<file path="src/rtl/mips_commit_tracer_pkg.sv">
// Shared definitions for the commit-side trace sink: record type codes,
// header layout, buffered entry format and serialiser state encoding.
package mips_trace_pkg;

  localparam logic TRACE_REG   = 1'b0;
  localparam logic TRACE_MEM   = 1'b1;
  localparam int   TRACE_SEQ_W = 23;

  localparam int HDR_TYPE_BIT = 31;
  localparam int HDR_SEQ_LSB  = 8;
  localparam int HDR_REG_LSB  = 0;

  localparam int REG_W   = 5;
  localparam int WORD_W  = 32;
  localparam int ENTRY_W = 1 + TRACE_SEQ_W + REG_W + 3 * WORD_W;  // 125 bits

  typedef struct packed {
    logic                   typ;
    logic [TRACE_SEQ_W-1:0] seq;
    logic [REG_W-1:0]       rd;
    logic [WORD_W-1:0]      pc;
    logic [WORD_W-1:0]      addr;
    logic [WORD_W-1:0]      data;
  } trace_entry_t;

  typedef enum logic [2:0] {
    S_IDLE = 3'd0,
    S_W0   = 3'd1,
    S_W1   = 3'd2,
    S_W2   = 3'd3,
    S_W3   = 3'd4
  } ser_state_e;

  function automatic logic [WORD_W-1:0] make_header(input trace_entry_t e);
    return {e.typ, e.seq, 3'b000, e.rd};
  endfunction

endpackage

</file>
<file path="src/rtl/mips_commit_tracer_if.sv">
// Commit-event inputs, record stream and drop status of the trace sink.
interface mips_commit_tracer_if;
  logic        wb_valid;
  logic [31:0] wb_pc;
  logic [4:0]  wb_reg;
  logic [31:0] wb_data;
  logic        mw_valid;
  logic [31:0] mw_pc;
  logic [31:0] mw_addr;
  logic [31:0] mw_data;
  logic        out_valid;
  logic        out_ready;
  logic [31:0] out_data;
  logic        out_last;
  logic        overflow;
  logic [15:0] drop_cnt;

  modport master (
    output wb_valid, wb_pc, wb_reg, wb_data,
    output mw_valid, mw_pc, mw_addr, mw_data,
    output out_ready,
    input  out_valid, out_data, out_last, overflow, drop_cnt
  );

  modport slave (
    input  wb_valid, wb_pc, wb_reg, wb_data,
    input  mw_valid, mw_pc, mw_addr, mw_data,
    input  out_ready,
    output out_valid, out_data, out_last, overflow, drop_cnt
  );
endinterface

</file>
<file path="src/rtl/mips_commit_tracer_fifo.sv">
// Trace entry FIFO: two ordered write ports (A lands before B), one read port,
// wrap-bit pointers and a registered occupancy count.
module trace_fifo
  import mips_trace_pkg::*;
#(
  parameter int DEPTH = 8
) (
  input  logic                         clk,
  input  logic                         reset,
  input  logic                         push_a_i,
  input  trace_entry_t                 entry_a_i,
  input  logic                         push_b_i,
  input  trace_entry_t                 entry_b_i,
  input  logic                         pop_i,
  output trace_entry_t                 head_o,
  output logic                         empty_o,
  output logic [$clog2(DEPTH):0]       count_o
);
  localparam int AW = $clog2(DEPTH);
  localparam int CW = AW + 1;

  trace_entry_t  mem_q [DEPTH];
  logic [CW-1:0] wptr_q, wptr_d, rptr_q, rptr_d, count_q, count_d;
  logic [CW-1:0] wptr_b;

  assign wptr_b = wptr_q + CW'(1);

  // NOTE: storage has no reset; the pointers alone define which entries are valid.
  always_ff @(posedge clk) begin
    if (push_a_i) mem_q[wptr_q[AW-1:0]] <= entry_a_i;
    if (push_b_i) mem_q[wptr_b[AW-1:0]] <= entry_b_i;
  end

  always_comb begin
    wptr_d  = wptr_q + CW'(push_a_i) + CW'(push_b_i);
    rptr_d  = rptr_q + CW'(pop_i);
    count_d = count_q + CW'(push_a_i) + CW'(push_b_i) - CW'(pop_i);
  end

  // NOTE: state registers use non-blocking assignment so every flop samples pre-edge values.
  always_ff @(posedge clk or negedge reset) begin
    if (!reset) begin
      wptr_q  <= '0;
      rptr_q  <= '0;
      count_q <= '0;
    end else begin
      wptr_q  <= wptr_d;
      rptr_q  <= rptr_d;
      count_q <= count_d;
    end
  end

  // Equal pointers including the wrap bit means empty; differing wrap bit means full.
  assign empty_o = (wptr_q == rptr_q);
  assign head_o  = mem_q[rptr_q[AW-1:0]];
  assign count_o = count_q;
endmodule

</file>
<file path="src/rtl/mips_commit_tracer.sv">
// Commit trace sink: filters WB/MEM commit events, numbers them, buffers them
// and serialises each one as a 4-word record on a valid/ready stream.
module mips_commit_tracer
  import mips_trace_pkg::*;
#(
  parameter int DEPTH = 8,
  parameter int SEQ_W = TRACE_SEQ_W
) (
  input  logic                 clk,
  input  logic                 reset,
  mips_commit_tracer_if.slave  bus
);
  localparam int CW = $clog2(DEPTH) + 1;

  logic             wb_ev, mw_ev;
  logic [1:0]       n_ev, n_acc, n_drop;
  logic [CW-1:0]    count, free;
  logic             empty, push_a, push_b, pop, fire;
  trace_entry_t     entry_a, entry_b, head;
  logic [SEQ_W-1:0] seq_q, seq_d;
  logic [15:0]      drop_q, drop_d;
  logic [16:0]      drop_sum;
  logic             overflow_q, overflow_d;
  ser_state_e       state_q, state_d;

  assign wb_ev = bus.wb_valid && (bus.wb_reg != 5'd0);
  assign mw_ev = bus.mw_valid;
  assign free  = CW'(DEPTH) - count;

  // Admission looks only at the registered count, so a same-cycle pop never frees a slot.
  always_comb begin
    n_ev = {1'b0, wb_ev} + {1'b0, mw_ev};
    if (free >= CW'(2))      n_acc = n_ev;
    else if (free == CW'(1)) n_acc = (n_ev != 2'd0) ? 2'd1 : 2'd0;
    else                     n_acc = 2'd0;
    n_drop = n_ev - n_acc;
  end

  assign push_a = (n_acc != 2'd0);
  assign push_b = (n_acc == 2'd2);

  // Port A carries the first event of the cycle; port B only ever carries a store behind a WB.
  always_comb begin
    entry_a      = '0;
    entry_a.typ  = wb_ev ? TRACE_REG : TRACE_MEM;
    entry_a.seq  = seq_q;
    entry_a.rd   = wb_ev ? bus.wb_reg : 5'd0;
    entry_a.pc   = wb_ev ? bus.wb_pc : bus.mw_pc;
    entry_a.addr = wb_ev ? 32'd0 : bus.mw_addr;
    entry_a.data = wb_ev ? bus.wb_data : bus.mw_data;
    entry_b      = '0;
    entry_b.typ  = TRACE_MEM;
    entry_b.seq  = seq_q + SEQ_W'(1);
    entry_b.pc   = bus.mw_pc;
    entry_b.addr = bus.mw_addr;
    entry_b.data = bus.mw_data;
  end

  always_comb begin
    seq_d      = seq_q + SEQ_W'(n_ev);
    drop_sum   = {1'b0, drop_q} + {15'b0, n_drop};
    drop_d     = drop_sum[16] ? 16'hFFFF : drop_sum[15:0];
    overflow_d = overflow_q || (n_drop != 2'd0);
  end

  trace_fifo #(.DEPTH(DEPTH)) u_fifo (
    .clk       (clk),
    .reset     (reset),
    .push_a_i  (push_a),
    .entry_a_i (entry_a),
    .push_b_i  (push_b),
    .entry_b_i (entry_b),
    .pop_i     (pop),
    .head_o    (head),
    .empty_o   (empty),
    .count_o   (count)
  );

  assign fire = bus.out_valid && bus.out_ready;

  // NOTE: defaults first so every path assigns every output and no latch is inferred.
  always_comb begin
    state_d = state_q;
    pop     = 1'b0;
    unique case (state_q)
      S_IDLE: if (!empty || push_a) state_d = S_W0;
      S_W0:   if (fire) state_d = S_W1;
      S_W1:   if (fire) state_d = S_W2;
      S_W2:   if (fire) state_d = S_W3;
      S_W3: begin
        if (fire) begin
          pop     = 1'b1;
          state_d = ((count > CW'(1)) || push_a) ? S_W0 : S_IDLE;
        end
      end
      default: state_d = S_IDLE;
    endcase
  end

  always_ff @(posedge clk or negedge reset) begin
    if (!reset) begin
      state_q    <= S_IDLE;
      seq_q      <= '0;
      drop_q     <= '0;
      overflow_q <= 1'b0;
    end else begin
      state_q    <= state_d;
      seq_q      <= seq_d;
      drop_q     <= drop_d;
      overflow_q <= overflow_d;
    end
  end

  // Outputs decode straight from the state register, so reset drops out_valid at once.
  always_comb begin
    bus.out_data = 32'd0;
    unique case (state_q)
      S_W0:    bus.out_data = make_header(head);
      S_W1:    bus.out_data = head.pc;
      S_W2:    bus.out_data = head.addr;
      S_W3:    bus.out_data = head.data;
      default: bus.out_data = 32'd0;
    endcase
  end

  assign bus.out_valid = (state_q != S_IDLE);
  assign bus.out_last  = (state_q == S_W3);
  assign bus.overflow  = overflow_q;
  assign bus.drop_cnt  = drop_q;
endmodule

</file>
<file path="src/flat_wrapper.sv">
// flat-port wrapper written by rule: the top's interface ports become plain ports
module mips_commit_tracer_flat import mips_trace_pkg::*;
#(
  parameter int DEPTH = 8,
  parameter int SEQ_W = TRACE_SEQ_W
)
  (clk, reset, bus_wb_valid, bus_wb_pc, bus_wb_reg, bus_wb_data, bus_mw_valid, bus_mw_pc, bus_mw_addr, bus_mw_data, bus_out_ready, bus_out_valid, bus_out_data, bus_out_last, bus_overflow, bus_drop_cnt);
  mips_commit_tracer_if bus_i ();
  input  logic clk;
  input  logic reset;
  input wire logic [$bits(bus_i.wb_valid)-1:0] bus_wb_valid;
  input wire logic [$bits(bus_i.wb_pc)-1:0] bus_wb_pc;
  input wire logic [$bits(bus_i.wb_reg)-1:0] bus_wb_reg;
  input wire logic [$bits(bus_i.wb_data)-1:0] bus_wb_data;
  input wire logic [$bits(bus_i.mw_valid)-1:0] bus_mw_valid;
  input wire logic [$bits(bus_i.mw_pc)-1:0] bus_mw_pc;
  input wire logic [$bits(bus_i.mw_addr)-1:0] bus_mw_addr;
  input wire logic [$bits(bus_i.mw_data)-1:0] bus_mw_data;
  input wire logic [$bits(bus_i.out_ready)-1:0] bus_out_ready;
  output wire logic [$bits(bus_i.out_valid)-1:0] bus_out_valid;
  output wire logic [$bits(bus_i.out_data)-1:0] bus_out_data;
  output wire logic [$bits(bus_i.out_last)-1:0] bus_out_last;
  output wire logic [$bits(bus_i.overflow)-1:0] bus_overflow;
  output wire logic [$bits(bus_i.drop_cnt)-1:0] bus_drop_cnt;
  assign bus_i.wb_valid = bus_wb_valid;
  assign bus_i.wb_pc = bus_wb_pc;
  assign bus_i.wb_reg = bus_wb_reg;
  assign bus_i.wb_data = bus_wb_data;
  assign bus_i.mw_valid = bus_mw_valid;
  assign bus_i.mw_pc = bus_mw_pc;
  assign bus_i.mw_addr = bus_mw_addr;
  assign bus_i.mw_data = bus_mw_data;
  assign bus_i.out_ready = bus_out_ready;
  assign bus_out_valid = bus_i.out_valid;
  assign bus_out_data = bus_i.out_data;
  assign bus_out_last = bus_i.out_last;
  assign bus_overflow = bus_i.overflow;
  assign bus_drop_cnt = bus_i.drop_cnt;
  mips_commit_tracer #(.DEPTH(DEPTH), .SEQ_W(SEQ_W)) u_core (.clk(clk), .reset(reset), .bus(bus_i));
endmodule
</file>
<file path="config.mk">
export PLATFORM = sky130hd
export DESIGN_NAME = mips_commit_tracer_flat
export DESIGN_NICKNAME = d
export VERILOG_FILES = /design/src/rtl/mips_commit_tracer_pkg.sv /design/src/rtl/mips_commit_tracer_if.sv /design/src/rtl/mips_commit_tracer_fifo.sv /design/src/rtl/mips_commit_tracer.sv /design/src/flat_wrapper.sv
export SDC_FILE = /design/constraint.sdc
export NUM_CORES = 2
export LEC_CHECK = 0
export CELL_PAD_IN_SITES_DETAIL_PLACEMENT = 0
export CELL_PAD_IN_SITES_GLOBAL_PLACEMENT = 1
export CORE_ASPECT_RATIO = 0.5
export CORE_UTILIZATION = 45
export DETAILED_ROUTE_END_ITERATION = 12
export MAX_ROUTING_LAYER = met4
export PLACE_DENSITY = 0.75
export SLEW_MARGIN = 20
export SYNTH_ARGS = -nofsm -noshare
export SYNTH_HDL_FRONTEND = slang
export SYNTH_HIERARCHICAL = 1
export SYNTH_SLANG_ARGS = --single-unit
</file>
<file path="constraint.sdc">
create_clock -name clk -period 18.85 [get_ports clk]
set_input_delay 5.655 -clock clk [delete_from_list [all_inputs] [get_ports clk]]
set_output_delay 5.655 -clock clk [all_outputs]
set_load 0.01 [all_outputs]
</file>
[Yosys cells after proc, flatten, opt, wreduce, memory -nomap -nowiden]
Memories as Yosys holds them, arrays and structs flattened.
Cells that the tools add are included.
Storage, ports and cells
  register bits after elaboration: 55
  bits in writable memories: 1000
  input port bits: 170
  logic and storage cells: 71
  memories: 1
Operators by class
  $add $sub $neg: 13
  $lt $le $gt $ge: 2
  eq/ne operators: 12
  mux-type cells: 23
  reductions and logical operators: 13
Memory list
  u_core.u_fifo.mem_q: depth 8, bits a word 125, read ports 1, clocked after memory_dff 0, wr ports 2, RTL line mips_commit_tracer_fifo.sv:22  | trace_entry_t mem_q [DEPTH];
Operators by type and width (number)
  one-hot mux 32 bit (4 select lines): 1
  two-way mux 32 bit: 3
  adder 23 x 1 -> 23 bit, second input constant: 1
  adder 23 x 2 -> 23 bit: 1
  adder 4 x 1 -> 4 bit: 5
  adder 16 x 2 -> 17 bit: 1
  two-way mux 16 bit: 1
  two-way mux 3 bit: 5
  one-hot mux 3 bit (5 select lines): 1
  != test 2 x 1 -> 1 bit, second input constant: 5
  two-way mux 1 bit: 9
  == test 3 x 2 -> 1 bit, second input constant: 2
  nonzero test 2 bit: 3
  two-way mux 5 bit: 1
  AND reduction 5 bit: 1
  nonzero test 5 bit: 1
  == test 4 x 1 -> 1 bit, second input constant: 1
  == test 4 bit: 1
  greater-or-equal comparator 4 x 2 -> 1 bit, second input constant: 1
  greater-than comparator 4 x 1 -> 1 bit, second input constant: 1
  two-way mux 2 bit: 2
  subtractor 4 x 1 -> 4 bit: 1
  subtractor 4 bit, first input constant: 1
  adder 3 x 1 -> 3 bit, second input constant: 1
  10 further kinds: 13

[Longest topological paths before layout]
  depth in word-level cells: 12
  depth in mapped cells: 15
  mapped depth without buffers: 14

[Cells and area by module]
The synthesis kept the hierarchy.
Modules (own cells, without submodules)
  trace_fifo: times used 1, cells each 2624, area an instance 49946.7 um2, seq. area each 30329.1 um2
  mips_commit_tracer: times used 1, cells each 504, area an instance 4321.6 um2, seq. area each 1076.0 um2

[Least setup slack after synthesis]
Ideal clock, no wire load.
  path type: in2reg
  from: in bus_wb_reg[1]
  to: mem u_core/u_fifo/mem_q[0][0] (netlist bit) (enable)
  setup time: 798 ps
  arrival: 16814 ps
  data required time: 18052 ps
  slack: 1238 ps
  stages on the path: 9
  path buffers: 1
  path through: or4_4 o21ai_4 clkbuf_1 ha_1 inv_1 a22o_1 nand2_1 nand2b_1 o32ai_1
RTL lines
  from (decl): RTL line flat_wrapper.sv:13  | input wire logic [$bits(bus_i.wb_reg)-1:0] bus_wb_reg;
  to (decl): RTL line mips_commit_tracer_fifo.sv:22

==> run metrics <==
CP startpoint kind register; sequential area share after synthesis 57.9%; largest family of logic cells by synthesized area multiplexers; min cycle time layout 11,630 ps; hold path startpoint u_core/u_fifo/rptr_q[3]; Worst EP arrival 5970 ps; Resize count post-CTS 0; die area 122,000 um2; CTS Sinks 1,055; vias per cell 6.05; worst path required time 13,190 ps; P_leak 0.0203 uW; hold_buf cts 0; post-route total power 8410 uW; routed vias 30,303; DP HPWL 81,700 um; # IOs 221; area occupied by multi-input gates 22,100 um2; Hold Vio Cnt, Final 0; Most used DFF post-synth edfxtp_1; # port buffers 220; WL per Instance 30.1 um; Fmax 86.0 MHz; Initial Utilization 45.7%; Post-Synth Simple-Gate Area 2.04%; Post-Synthesis Cells 3,128; run status complete, no violations; synthesized area 54,300 um2; Area Overhead vs Synth 13.6%; slack of the worst reg-to-reg path 12,790 ps; 1st-pass router iterations 5; Crit-path slowest cell buf_4; crit-path most repeated cell buf_4; die height 248 um; complex-gate fraction of the synthesized area 1.20%; Die Span X 493 um; vias in the first global route 30,970; layout cells sized above 1 48.5%; Final Cycle Share 61.7%; Max-Cap Viols 0; standard-cell rows 89; post-route setup TNS 0 ps; register area 31,400 um2; Hold Path Class reg -> reg; cell accounting for the most synthesized area edfxtp_1; CTS buffer count 101; mux cell area share after synthesis 35.1%; Max transition margin 21.4%; clock root buffer clkbuf_16; origin of the critical flop-to-flop path u_core/u_fifo/count_o[1]; RSZ-0062 raised after global routing no; Detailed Route WL 151,000 um; CTS tree yes; Post-synth EDFFs 1,000; critical path peak fanout 52; Final setup viols 0; Antenna Nets Post-Route 0; Total GRT Usage 25.4%; FILL cells 9,694; Worst Path Buf+Inv 4; nature of the critical path endpoint output pin; CTS Buffer Depth 3; area share of fa/ha/maj cells after synthesis 0.646%; Yosys cell types 55; initial detailed-routing violation count 2,914; Setup crit start u_core/u_fifo/rptr_q[2]; CP top delay family buffers and inverters; total setup buffers inserted after CTS 0; area share of the largest cell type after synthesis 55.3%; Post-synth ARST share 5.21%; Reg clk slew, reported paths 70 ps; commonest non-fill, non-tap cells in the layout 1,187 x mux2_2, 1,000 x edfxtp_1, 250 x mux4_2, 219 x clkdlybuf4s50_1, 104 x clkbuf_16; largest net degree at the start of global routing 126; global-route wire length before repair 219,000 um; Final Max Tran Viols 0; Syn. warnings 6; Worst path max stage delay 820 ps; commonest non-fill, non-tap cell in the layout mux2_2; total grt overflow 0; peak supply drop 132 uV; Post-Synth XOR/XNOR Area 1.09%; worst skew pair latency 710 ps; CP Cell Sequence buf_4 > buf_4 > buf_4 > mux4_2 > mux2_2 > a22oi_1 > nand2_1 > clkdlybuf4s50_1; clock skew 20.8 ps; DRC Markers 0; #FFs+latches synth 1,055; initial antenna violation count 5; largest cells by area after synthesis edfxtp_1 55%, mux2_2 25%, mux4_2 10%; H-tree level count 3; power density cells 136 nW/um2; gpl congestion 0.789; Avg Cell Area, Syn 17.3 um2; Final #Nets 3,530; Floorplan Core Area 119,000 um2; Worst-Margin Slew 1180 ps; CP Class reg -> out
==> final timing paths <==
| path | end | cells past startpoint |
|---|---|---|
| min in group asynchronous | u_core/bus.drop_cnt[13] | 2 |
| min reg2reg | u_core/u_fifo/rptr_q[3] | 1 |
| max | bus_out_data[19] | 8 |
| max in group asynchronous | u_core/u_fifo/rptr_q[2] | 2 |
| max reg2reg | u_core/u_fifo/mem_q[6][62] | 11 |
| min | u_core/u_fifo/rptr_q[3] | 1 |
==> power breakdown <==
group | internal, uW | switching [uW] | leakage [uW]
clock network | 1170 | 925 | 0.00160
logic | 1190 | 1610 | 0.00884
registers | 3290 | 229 | 0.00984
==> sequential cells by signal, summed over array words and instances, names as in the netlist <==
name	count
u_core/u_fifo/mem_q	1000
u_core/seq_q	23
u_core/bus.drop_cnt	16
u_core/u_fifo/count_o	4
u_core/u_fifo/rptr_q	4
u_core/u_fifo/wptr_q	4
u_core/state_q	3
u_core/bus.overflow	1
==> routing by layer <==
metal | GRT usage (%) | vias to the layer above | wire length [um]
met5 | - | - | 0
met4 | 5.79 | 0 | 3270
met3 | 3.70 | 193 | 8610
met2 | 40.5 | 916 | 72600
met1 | 34.7 | 16196 | 66300
li1 | - | 12998 | -
==> stage by stage <==
step | setup slack, ps | hold slack, ps | cell area, um2 | std cells | utilization, %
6_report | 7220 | 501 | 61600 | 5012 | 51.9
5_1_grt | 7150 | 533 | 61600 | 5012 | 51.9
4_1_cts | 7280 | 499 | 61600 | 5009 | 51.9
3_5_place_dp | 7010 | 490 | 58300 | 4823 | 49.1
3_3_place_gp | 7130 | 480 | 58300 | 4822 | 49.1
2_1_floorplan | 1240 | 461 | 54400 | 3174 | -
==> synthesized netlist by cell type, types with 5 or more instances <==
cell type	instances
edfxtp_1	1000
nand2b_1	9
nand2_1	67
nand3_1	26
mux2_2	1187
buf_2	104
xnor2_1	41
a22oi_1	58
buf_4	20
xor2_1	23
nor3_1	16
ha_1	20
buf_1	18
inv_1	22
fa_1	5
nor2_1	25
clkbuf_1	63
and2_1	39
mux4_2	250
nand4_1	9
dfrtp_1	55
o21ai_0	11
==> layout make-up <==
cell class / count / share of cell area, %
Antenna cell: 2 / 0.00812
Clock buffer: 128 / 4.38
Clock inverter: 58 / 0.956
Inverter: 22 / 0.134
Multi-Input combinational cell: 1888 / 35.9
Sequential cell: 1055 / 51.0
Tap cell: 1592 / 3.23
Timing Repair Buffer: 267 / 4.40
==> logic make-up (layout without fill, tap and decap cells) <==
| family | Yosys count | after routing |
|---|---|---|
| muxes | 1444 | 1444 |
| DFF | 1055 | 1055 |
| buffers and inverters | 231 | 475 |
| and+or+nand+nor | 215 | 215 |
| AOI/OAI and AO/OA | 90 | 90 |
| xor gates and xnor gates | 66 | 66 |
| adders and majority gates | 25 | 25 |
| other | 2 | 50 |
Power figures use the tool's default switching activity.
